==> src/rtl/rd_writeback_sequencer_pkg.sv <==
// Shared types for the rd write-back sequencer: rd source encoding, FSM states
// and the one-hot select lines that drive the rd input mux.
package rd_writeback_sequencer_pkg;

    typedef enum logic [2:0] {
        RD_NONE       = 3'd0,
        RD_MEMORY     = 3'd1,
        RD_ALU        = 3'd2,
        RD_IMMEDIATE  = 3'd3,
        RD_BRANCH_ALU = 3'd4
    } RDSource_t;

    typedef enum logic [1:0] {
        IDLE      = 2'd0,
        WAIT_MEM  = 2'd1,
        WRITEBACK = 2'd2
    } WritebackState_t;

    typedef struct packed {
        logic memoryOutputEnable;
        logic aluOutputEnable;
        logic immediateFormerOutputEnable;
        logic branchALUOutputEnable;
    } RDSourceSelectLines_t;

    localparam int unsigned TIMEOUT_COUNTER_W = 8;

    // Encodings 5..7 have no meaning and fold onto RD_NONE.
    function automatic RDSource_t decode_rd_source(input logic [2:0] raw);
        RDSource_t src;
        case (raw)
            3'd1, 3'd2, 3'd3, 3'd4: src = RDSource_t'(raw);
            default:                src = RD_NONE;
        endcase
        return src;
    endfunction

endpackage

==> src/rtl/rd_writeback_sequencer_select.sv <==
// Combinational rd source to rd-mux select-line encoder; NONE yields all zero.
module rd_select_encoder
    import rd_writeback_sequencer_pkg::*;
(
    input  RDSource_t            i_source,
    output RDSourceSelectLines_t o_select
);

    always_comb begin
        o_select = '0;
        case (i_source)
            RD_MEMORY:     o_select.memoryOutputEnable          = 1'b1;
            RD_ALU:        o_select.aluOutputEnable             = 1'b1;
            RD_IMMEDIATE:  o_select.immediateFormerOutputEnable = 1'b1;
            RD_BRANCH_ALU: o_select.branchALUOutputEnable       = 1'b1;
            default:       o_select = '0;
        endcase
    end

endmodule

==> src/rtl/rd_writeback_sequencer.sv <==
// Register-file write-back sequencer: accepts one rd-writing op per handshake,
// waits for loads with a timeout, and issues a single-cycle write strobe.
module rd_writeback_sequencer
    import rd_writeback_sequencer_pkg::*;
#(
    parameter int unsigned MEM_TIMEOUT = 16
) (
    input  logic       clock,
    input  logic       reset,
    input  logic       opValid,
    output logic       opReady,
    input  logic [2:0] opRDSource,
    input  logic [4:0] opRDIndex,
    output logic       memReadRequest,
    input  logic       memReadDataValid,
    output logic [3:0] rdSourceSelectLines,
    output logic       rdWriteEnable,
    output logic [4:0] rdWriteIndex,
    output logic       memTimeoutError
);

    localparam logic [TIMEOUT_COUNTER_W-1:0] TIMEOUT_LAST = TIMEOUT_COUNTER_W'(MEM_TIMEOUT - 1);

    WritebackState_t               r_state;
    WritebackState_t               w_next_state;
    RDSource_t                     r_source;
    logic [4:0]                    r_index;
    logic [TIMEOUT_COUNTER_W-1:0]  r_count;
    logic                          r_mem_req;

    RDSourceSelectLines_t          r_sel;
    logic                          r_we;
    logic [4:0]                    r_widx;
    logic                          r_err;

    RDSourceSelectLines_t          w_encoded;
    RDSourceSelectLines_t          w_next_sel;
    logic                          w_next_we;
    logic [4:0]                    w_next_widx;
    logic                          w_next_err;

    RDSource_t                     w_op_source;
    logic                          w_transfer;
    logic                          w_timeout;

    assign w_op_source = decode_rd_source(opRDSource);
    assign opReady     = (r_state == IDLE);
    assign w_transfer  = opValid & opReady;
    // Data arriving in the last allowed cycle takes priority over the timeout.
    assign w_timeout   = (r_state == WAIT_MEM) && !memReadDataValid && (r_count == TIMEOUT_LAST);

    rd_select_encoder u_select_encoder (
        .i_source (r_source),
        .o_select (w_encoded)
    );

    always_ff @(posedge clock) begin
        if (reset) begin
            r_state <= IDLE;
        end else begin
            r_state <= w_next_state;
        end
    end

    always_comb begin
        w_next_state = r_state;
        case (r_state)
            IDLE: begin
                if (w_transfer) begin
                    case (w_op_source)
                        RD_MEMORY:                           w_next_state = WAIT_MEM;
                        RD_ALU, RD_IMMEDIATE, RD_BRANCH_ALU: w_next_state = WRITEBACK;
                        default:                             w_next_state = IDLE;
                    endcase
                end
            end
            WAIT_MEM: begin
                if (memReadDataValid) begin
                    w_next_state = WRITEBACK;
                end else if (w_timeout) begin
                    w_next_state = IDLE;
                end
            end
            WRITEBACK: w_next_state = IDLE;
            default:   w_next_state = IDLE;
        endcase
    end

    always_comb begin
        w_next_sel  = '0;
        w_next_we   = 1'b0;
        w_next_widx = '0;
        w_next_err  = r_err | w_timeout;
        if (r_state == WRITEBACK) begin
            w_next_sel  = w_encoded;
            w_next_we   = (r_index != '0);
            w_next_widx = r_index;
        end
    end

    always_ff @(posedge clock) begin
        if (reset) begin
            r_source  <= RD_NONE;
            r_index   <= '0;
            r_count   <= '0;
            r_mem_req <= 1'b0;
        end else begin
            r_mem_req <= 1'b0;
            case (r_state)
                IDLE: begin
                    if (w_transfer && (w_op_source != RD_NONE)) begin
                        r_source  <= w_op_source;
                        r_index   <= opRDIndex;
                        r_count   <= '0;
                        r_mem_req <= (w_op_source == RD_MEMORY);
                    end
                end
                WAIT_MEM: begin
                    r_count <= r_count + 8'd1;
                    if (memReadDataValid) begin
                        r_source <= RD_MEMORY;
                    end
                end
                default: ;
            endcase
        end
    end

    always_ff @(posedge clock) begin
        if (reset) begin
            r_sel  <= '0;
            r_we   <= 1'b0;
            r_widx <= '0;
            r_err  <= 1'b0;
        end else begin
            r_sel  <= w_next_sel;
            r_we   <= w_next_we;
            r_widx <= w_next_widx;
            r_err  <= w_next_err;
        end
    end

    // Masked by reset so an abandoned load never requests in the reset cycle.
    assign memReadRequest      = r_mem_req & ~reset;
    assign rdSourceSelectLines = r_sel;
    assign rdWriteEnable       = r_we;
    assign rdWriteIndex        = r_widx;
    assign memTimeoutError     = r_err;

endmodule
==> config.mk <==
export PLATFORM = sky130hd
export DESIGN_NAME = rd_writeback_sequencer
export DESIGN_NICKNAME = d
export VERILOG_FILES = /design/src/rtl/rd_writeback_sequencer_pkg.sv /design/src/rtl/rd_writeback_sequencer_select.sv /design/src/rtl/rd_writeback_sequencer.sv
export SDC_FILE = /design/constraint.sdc
export NUM_CORES = 1
export LEC_CHECK = 0
export ABC_AREA = 1
export ABC_CLOCK_PERIOD_IN_PS = 2700
export CORE_AREA = 2 2 69 71
export CTS_BUF_LIST = sky130_fd_sc_hd__clkbuf_4
export DETAILED_ROUTE_END_ITERATION = 12
export DIE_AREA = 0 0 71 73
export GPL_TIMING_DRIVEN = 0
export SETUP_SLACK_MARGIN = 0.2
export SYNTH_ARGS = -nofsm -noshare
export SYNTH_HDL_FRONTEND = slang
export SYNTH_HIERARCHICAL = 1
export SYNTH_SLANG_ARGS = --single-unit
==> constraint.sdc <==
create_clock -name clock -period 2.7 [get_ports clock]
set_input_delay 0.54 -clock clock [delete_from_list [all_inputs] [get_ports clock]]
set_output_delay 0.54 -clock clock [all_outputs]
set_load 0.01 [all_outputs]
==> flow_metrics.py <==
metrics = {
    "sta": {
        "slew_violations": 0,
        "clock.fmax_ghz": 0.474,
        "fin_skew_ns": 0.0121,
        "setup_slack_ns": 0.591,
        "rsz0062_at_grt": "false",
        "timing.hold.ws_ns": 0.457,
        "timing.final.crit_share": 0.781,
        "final.min_clock_period_ns": 2.11,
        "setup_viol": 0,
        "hold_viol": 0,
        "worst_pin_slew_ns": 0.378,
        "slew-limit-headroom": 0.746,
    },
    "place": {
        "dp_cells": 248,
        "gp_congestion": 0.763,
        "hpwl_um": 1820,
        "port_buffers": 24,
        "post-place-ws_ns": -0.0452,
        "placed_area_mm2": 0.00159,
    },
    "yosys": {
        "yosys_warnings": 6,
        "synth_seq_area_share": 0.470,
        "ys_ff_latch": 30,
        "syn-num-nets": 183,
        "synth_area_mm2": 0.00128,
        "postSynthAreaPerCell_um2": 7.51,
        "ys_types": 23,
        "synthCells": 170,
    },
    "clocking": {
        "clock_latency_ns": 0.33,
        "clkSinkCount": 30,
        "cts_tree": "yes",
        "path_clk_slew_ns": 0.10,
        "cts_buffers": 5,
        "root_buffer": "clkbuf_4",
        "clk_path_buf_depth": 2,
        "htreeDepth": 2,
    },
    "critical_path": {
        "critPathMaxFanout": 10,
        "arrival_ns": 1.57,
        "required_ns": 2.16,
        "critPathLaunch": "reset",
        "crit_path_start_kind": "input pin",
        "path_class": "in2out",
        "endpoint": "memReadRequest",
        "rrSetupSlack_ns": 1.32,
        "cp-end-kind": "output port",
        "r2r_end": "r_state[1]",
        "timing.rr.start": "r_count[0]",
        "reg2regPathDepth": 7,
    },
    "global_routing": {
        "grt_max_degree": 11,
        "grt_pass1_wl_um": 4500,
        "grt_overflow": 0,
        "antenna_found_initial": 0,
        "grt_pass1_vias": 1016,
        "grtUsageTotal": 0.112,
    },
    "detailed_routing": {
        "drc_errors": 0,
        "wl_met3_um": 120,
        "top_layer": "met4",
        "wl_met2_um": 1180,
        "wl_met1_um": 1170,
        "drt_iter0_drc": 33,
        "antenna_left": 0,
        "routedWlPerCell_um": 9.82,
        "via_per_inst": 4.40,
        "drtPass1Iterations": 4,
        "routed_wl_um": 2520,
        "via_count": 1126,
    },
    "die": {
        "die_y_um": 73,
        "initial_core_util": 0.282,
        "die-width_um": 71,
        "num_rows": 25,
        "dieArea_mm2": 0.00518,
        "core_mm2": 0.00454,
        "io_pins": 25,
    },
    "hold_path": {
        "hold_class": "reg2reg",
        "hp-start": "r_index[4]",
    },
    "power": {
        "cellPowerDensity_mw_per_mm2": 490,
        "cellLeakagePower_nw": 0.627,
        "peakVddDrop_mv": 0.152,
    },
    "layout": {
        "design_area_mm2": 0.00165,
        "drive_gt1_frac": 0.109,
        "syn2layout_area_growth_pct": 29.3,
        "n_antenna_cell": 0,
        "num-fill-cells": 505,
        "nets": 214,
        "final_util": 0.364,
        "final_cell_mix": "30 x dfxtp_1, 29 x inv_1, 23 x nor2_1, 23 x clkdlybuf4s50_1, 18 x a21oi_1",
        "final_common_cell": "dfxtp_1",
        "finalNonFillerCells": 256,
    },
    "outcome": {
        "status": "completed",
    },
    "run": {
        "drv_cap": 0,
    },
}
-- state kept, by name, summed over array words and instances (netlist names) --
signal               count
r_count                  8
r_index                  5
rdWriteIndex             5
rdSourceSelectLines      4
r_source                 3
r_state                  2
memTimeoutError          1
r_mem_req                1
rdWriteEnable            1
-- report_power, final --
group          switching (W)  internal (W)
clock network       0.000161     0.0000967
logic              0.0000507     0.0000403
registers         0.00000565      0.000454
-- synthesized netlist by cell type --
cell      number  share of area
nand4_1        6          0.029
nand3_1       13          0.051
nand2_1       17          0.050
nor3_1         2         0.0078
buf_6          1         0.0088
o21ai_0       14          0.055
o21ai_2        1         0.0069
inv_2          2         0.0059
clkbuf_1       1         0.0029
nand2_2        2         0.0098
inv_1         29          0.085
nor2_2         2         0.0098
nor2_8         1          0.016
nor2_1        23          0.068
a21oi_2        1         0.0069
nand3_2        2          0.016
dfxtp_1       30           0.47
ha_1           1         0.0098
nand2_4        1         0.0088
o21bai_1       1         0.0059
buf_2          1         0.0039
a21oi_1       18          0.071
clkinv_1       1         0.0029
-- worst min path at each step --
stage                      endpoint  slack (ns)  cells after the start
detailed placement  rdWriteIndex[4]        0.44                      2
global placement    rdWriteIndex[4]        0.44                      2
global route            r_source[0]        0.50                      2
CTS                 rdWriteIndex[4]        0.46                      2
floorplan           rdWriteIndex[4]        0.43                      2
finish              rdWriteIndex[4]        0.46                      2
-- cells by family (layout without fill, tap and decap cells) --
logic type / Yosys count / count (layout) / share of synthesized area
AO/OA/AOI/OAI: 35 / 35 / 0.145
AND/OR/NAND/NOR: 69 / 69 / 0.265
buffers and inverters: 35 / 67 / 0.110
adder cells (fa/ha/maj): 1 / 1 / 0.00979
flip-flops: 30 / 30 / 0.470
-- routing by layer --
| layer | GRT usage | vias to the layer above |
|---|---|---|
| met4 | 0.0503 | 0 |
| met2 | 0.186 | 20 |
| met1 | 0.126 | 491 |
| met3 | 0.0483 | 5 |
| li1 | - | 610 |
| met5 | 0 | - |
-- what timing repair did --
action,CTS,global route
gates resized for setup,3,1
setup endpoints to repair,1,1
hold buffers,0,0
setup buffers,0,0
-- area by class of cell --
class | instances | area, µm² | share of cell area
Sequential cell | 30 | 601 | 0.364
Multi-Input combinational cell | 105 | 537 | 0.325
Timing Repair Buffer | 24 | 243 | 0.147
Inverter | 32 | 120 | 0.0727
Tap cell | 54 | 67.6 | 0.0409
Clock buffer | 5 | 37.5 | 0.0227
Buffer | 3 | 30.0 | 0.0182
Clock inverter | 3 | 16.3 | 0.00985
-- metrics by stage --
step	setup TNS [ns]	total power, W
after global routing	0	0.000855
after global placement	-0.0246	0.000560
after detailed placement	-0.0452	0.000561
after floorplan	0	0.000523
final	0	0.000809
after CTS	0	0.000817
-- critical path: stages --
cell             delay [ns]
dlymetal6s2s_1         0.19
clkbuf_8               0.20
nor2_1                 0.10
clkdlybuf4s50_1        0.53
Power figures use the tool's default switching activity.
==> RTL edit 1 (same flow settings) <==
Reset style: asynchronous (`reset`), changed in 3 clocked blocks.
--- a/src/rtl/rd_writeback_sequencer.sv
+++ b/src/rtl/rd_writeback_sequencer.sv
@@ -55,5 +55,5 @@
     );
 
-    always_ff @(posedge clock) begin
+    always_ff @(posedge clock or posedge reset) begin
         if (reset) begin
             r_state <= IDLE;
@@ -99,5 +99,5 @@
     end
 
-    always_ff @(posedge clock) begin
+    always_ff @(posedge clock or posedge reset) begin
         if (reset) begin
             r_source  <= RD_NONE;
@@ -127,5 +127,5 @@
     end
 
-    always_ff @(posedge clock) begin
+    always_ff @(posedge clock or posedge reset) begin
         if (reset) begin
             r_sel  <= '0;
Check against the original RTL: differs if reset is asserted again (counterexample within 4 cycles, from zero or initial values and one cycle with reset high); with reset held inactive, the same outputs for 10 cycles.
==> RTL edit 1 against the original RTL <==
- clock power is 37% higher
- total power is 31% higher
- synthesized cell count is 2.4% higher
- setup slack worse by 27 ps
- largest cell class unchanged
- worst hold slack better by 31 ps
- sequential cell count stayed put
- clock skew is 5.1 ps lower
- highest routed layer unchanged
- synthesized area is 11% higher
- first-iteration DRC count is 18% lower
- cell area is 9.4% higher
- cell count is 1.6% higher
- wire length is 9.2% higher
==> RTL edit 1: results (changes against the original RTL) <==
stage	metric	value	unit	change
run_status	status	completed		
placed_design	gp_congestion	0.809		+6.1%
power	p_leak	0.934	nW	+49%
critical_path	cp_data_required_time	2160	ps	about the same
sta	holdWs	489	ps	+31.3 ps
synth	ys_types	20		-13%
layout	drive_gt1_frac	0.102		-0.00697
global_routing	antenna_found_initial	0		unchanged
job	cap_viol_max_count	0		unchanged
synth	ys_top_cells_by_area	dfrtp_1 53%, nand2_1 10%, inv_1 7.7%		
critical_path	r2r_setup_slack	1220	ps	-100 ps
clock_tree	htreeDepth	2		unchanged
synth	netlist.area_leader.share	0.528		+0.0580
global_routing	grt_use_total	0.122		+0.00908
synth	yosys_most_used_dff	dfrtp_1		
placed_design	portBuffers	24		unchanged
routing	wl_per_cell	10.6	um	+7.5%
worst_hold_path	hp-class	reg2reg		
synth	yosysSeqAreaShare	0.528		+0.0580
placed_design	placement.cell_area	1730	um2	+9.1%
routing	dr.first_iter.drc_count	27		-18%
synth	yosysWarnings	6		unchanged
clock_tree	postCtsSetupRepairBufs	0		unchanged
global_routing	grt_overflow	0		unchanged
clock_tree	clock_path_buffers	2		unchanged
clock_tree	cts_buffers	5		unchanged
synth	ys_async_sr_fraction	1.00		+1.00
routing	first_pass_iters	4		unchanged
layout	final_nets	218		+1.9%
sta	tightest_slew	1120	ps	+742 ps
clock_tree	insertion_delay	330	ps	about the same
sta	maxSlewViolCount	0		unchanged
layout	diodes	0		unchanged
global_routing	grt_pass1_vias	1107		+9.0%
clock_tree	clkTransAtPathRegs	90	ps	
routing	via_per_inst	4.47		+1.5%
clock_tree	clockRootBuffer	clkbuf_4		
critical_path	cp_max_fo	2		-8
synth	syn_nets	187		+2.2%
layout	largest_register_ffs	8		unchanged
synth	synthTopCellsByCount	38 x nand2_1, 30 x dfrtp_1, 29 x inv_1		
global_routing	grt_first_pass_wirelength	4.89	mm	+8.6%
clock_tree	post_cts_resize_count	0		-3
power	irDropWorstVdd	241	uV	+58%
placed_design	place_hpwl	2.00	mm	+10%
global_routing	grt_max_degree	31		+20
sta	skew	7.08	ps	-5.07 ps
layout	top_register	r_count		
==> RTL edit 1: final cells by class <==
class / instances / area (um2)
clock buffer: 5 / 37.5
fill: 461 / 2730
clock inverter: 3 / 40.0
multi-input combinational: 111 / 538
tap: 54 / 67.6
buffer: 2 / 16.3
inverter: 31 / 116
sequential: 30 / 751
timing repair buffer: 24 / 240
==> RTL edit 1: logic make-up (layout without fill, tap and decap cells) <==
group,count (synthesis),after routing,synth area share
and+or+nand+nor,96,96,0.309
buffers and inverters,33,65,0.0933
DFF,30,30,0.528
AOI/OAI and AO/OA,14,14,0.0607
adders and majority gates,1,1,0.00880
==> RTL edit 1: critical path: stages <==
cell	delay, ps
clkdlybuf4s50_1	420
nor2_1	100
clkdlybuf4s50_1	530
==> RTL edit 1: final timing paths <==
kind / startpoint / endpoint / cells after the start
setup / recovery: reset / memReadRequest / 3
hold / removal: r_index[2] / r_index[2] / 2
setup reg to reg: r_state[0] / r_index[3] / 7
hold reg to reg: r_index[2] / r_index[2] / 2
max in group asynchronous: reset / r_count[7] / 2
min in group asynchronous: reset / r_index[1] / 2
==> RTL edit 1: report_power, final <==
part           switching (mW)  internal [mW]
registers              0.0287          0.494
logic                   0.101         0.0785
clock network           0.161          0.192
==> RTL edit 1: layer usage <==
metal	GRT usage	wire length (um)	vias to the layer above	share of wire
li1	-	-	605	-
met1	0.146	1300	522	0.47
met2	0.198	1270	25	0.46
met3	0.0401	108	9	0.039
met4	0.0566	61	0	0.022
met5	0	0	-	0
==> RTL edit 1: metrics by stage <==
step / instances / setup slack [ps]
2_1_floorplan: 174 / 1360
3_3_place_gp: 252 / 567
3_5_place_dp: 252 / 555
4_1_cts: 260 / 552
5_1_grt: 260 / 518
6_report: 260 / 564
==> RTL edit 2 (same flow settings) <==
Without the edit above. Change the parameter `MEM_TIMEOUT` from 16 to 8.
--- a/src/rtl/rd_writeback_sequencer.sv
+++ b/src/rtl/rd_writeback_sequencer.sv
@@ -4,5 +4,5 @@
     import rd_writeback_sequencer_pkg::*;
 #(
-    parameter int unsigned MEM_TIMEOUT = 16
+    parameter int unsigned MEM_TIMEOUT = 8
 ) (
     input  logic       clock,
Check against the original RTL: not equivalent (a bounded check fails within 10 cycles, from zero or initial values and one cycle with reset high).
==> RTL edit 2 against the original RTL <==
- cell area down 0.15%
- highest routed layer unchanged
- total power up 0.55%
- wire length down 4.0%
- largest power group unchanged
- core utilization down 0.055 points
- synthesized area up 0.29%
- setup slack better by 8.6 ps
- cell count down 1.6%
- worst hold slack better by 6.3 ps
- sequential cell count unchanged
==> RTL edit 2: results (changes against the original RTL) <==
stage	metric	value	unit	change
run_status	status	completed		
global_routing	grt_first_pass_wirelength	4.20	mm	-6.7%
layout	drive_gt1_frac	0.146		+0.0376
routing	dr.first_iter.drc_count	57		+73%
clock_tree	clkTransAtPathRegs	90	ps	
sta	skew	10.0	ps	-2.13 ps
layout	final_nets	210		-1.9%
synth	ys_async_sr_fraction	0		unchanged
synth	synth_compound_area_frac	0.134		-0.0112
layout	diodes	0		unchanged
layout	largest_register_ffs	8		unchanged
synth	muxShareOfSynthArea	0		unchanged
critical_path	r2r_cells	7		unchanged
synth	synth-xor-area-share	0		unchanged
clock_tree	clockRootBuffer	clkbuf_4		
placed_design	place_hpwl	1.76	mm	-3.3%
worst_hold_path	hp-class	reg2reg		
synth	yosysWarnings	6		unchanged
placed_design	portBuffers	24		unchanged
critical_path	cp-startpoint	reset		
synth	ys_top_cells_by_area	dfxtp_1 47%, inv_1 7.3%, nor2_1 7.0%		
global_routing	grt_use_total	0.103		-0.00906
clock_tree	cts_buffers	5		unchanged
critical_path	timing.rr.end	r_count[6]		
routing	routed_wl	2.42	mm	-4.0%
global_routing	grt_max_degree	11		unchanged
critical_path	critPathTopFamily	buffers and inverters		
worst_hold_path	holdCritStartpoint	r_index[4]		
sta	relSlewSlack	0.748		+0.00139
power	irDropWorstVdd	145	uV	-5.1%
critical_path	cp_slowest_cell	clkdlybuf4s50_1		
layout	top_register	r_count		
critical_path	cp.arrival	1560	ps	
routing	first_pass_iters	4		unchanged
synth	yosys_most_used_dff	dfxtp_1		
clock_tree	insertion_delay	330	ps	about the same
clock_tree	htreeDepth	2		unchanged
power	p_leak	0.619	nW	-1.3%
synth	syn_nets	179		-2.2%
synth	ys_types	22		-4.3%
critical_path	r2r_setup_slack	1440	ps	+120 ps
placed_design	gp_congestion	0.822		+7.7%
synth	synth_adder_area_share	0.00977		-0.0000287
placed_design	placement.cell_area	1590	um2	+0.24%
power	switching_share	0.273		+0.00462
synth	yosysSeqAreaShare	0.469		-0.00138
global_routing	grt_pass1_vias	962		-5.3%
sta	setup_violations	0		unchanged
routing	routed-via-count	1099		-2.4%
clock_tree	clock_path_buffers	2		unchanged
worst_hold_path	min_delay_worst_endpoint	rdWriteIndex[4]		
critical_path	endpoint	memReadRequest		
placed_design	place_ws	20.6	ps	+65.9 ps
sta	worst_slack	600	ps	+8.63 ps
synth	synthTopCellsByCount	30 x dfxtp_1, 25 x inv_1, 24 x nor2_1		
critical_path	r2r_start	r_count[0]		
critical_path	cp_max_fo	10		unchanged
RTL edit 2: changes by cell type in the layout (fill, tap and decap cells not counted), moves of 2 or more:
cell / before / now
inv_1: 29 / 25
nand3_1: 13 / 10
nand3_2: 2 / 5
a21oi_1: 18 / 16
nand2_1: 17 / 19
nand2_2: 2 / 4
nand4_1: 6 / 4
o21ai_0: 14 / 12
RTL edit 2: metal layers:
metal  GRT usage  up-vias  part of all wire
li1            -      591                 -
met1       0.125      471              0.49
met2       0.165       30              0.44
met3      0.0345        7             0.052
met4      0.0503        0             0.018
met5           0        -                 0
RTL edit 2: power by group through the flow:
stage	clock network [mW]	logic (mW)	registers, mW
floorplan	0	0.0535	0.471
global placement	0	0.0887	0.471
detailed placement	0	0.0893	0.471
CTS	0.270	0.0899	0.461
global route	0.290	0.101	0.463
finish	0.264	0.0884	0.461
RTL edit 2: layout make-up:
class	instances	area, um2
plain buffers	3	30.0
clock buffers	5	37.5
clock inverters	3	16.3
fillers	479	2890
inverters	28	105
multi-input cells	105	549
flip-flops and latches	30	601
well taps	54	67.6
repair buffers	24	243
RTL edit 2: worst register-to-register path, stage by stage, from the launching register on:
cell     delay (ps)
dfxtp_1         390
ha_1            180
nand2_1          80
inv_1            80
nand3_1         100
o21ai_0         170
nand3_1          80
a21oi_1         120
RTL edit 2: metrics by stage:
stage,hold slack (ps),util,power (mW),instances
floorplan,427,-,0.524,166
global placement,443,0.350,0.560,244
CTS,463,0.362,0.821,252
finish,464,0.364,0.813,252
global route,500,0.364,0.854,252
detailed placement,448,0.350,0.560,244
RTL edit 2: repair_timing:
item | 4_1_cts | 5_1_grt
gates resized for setup | 1 | 3
setup endpoints to repair | 1 | 1
buffers inserted | 0 | 0
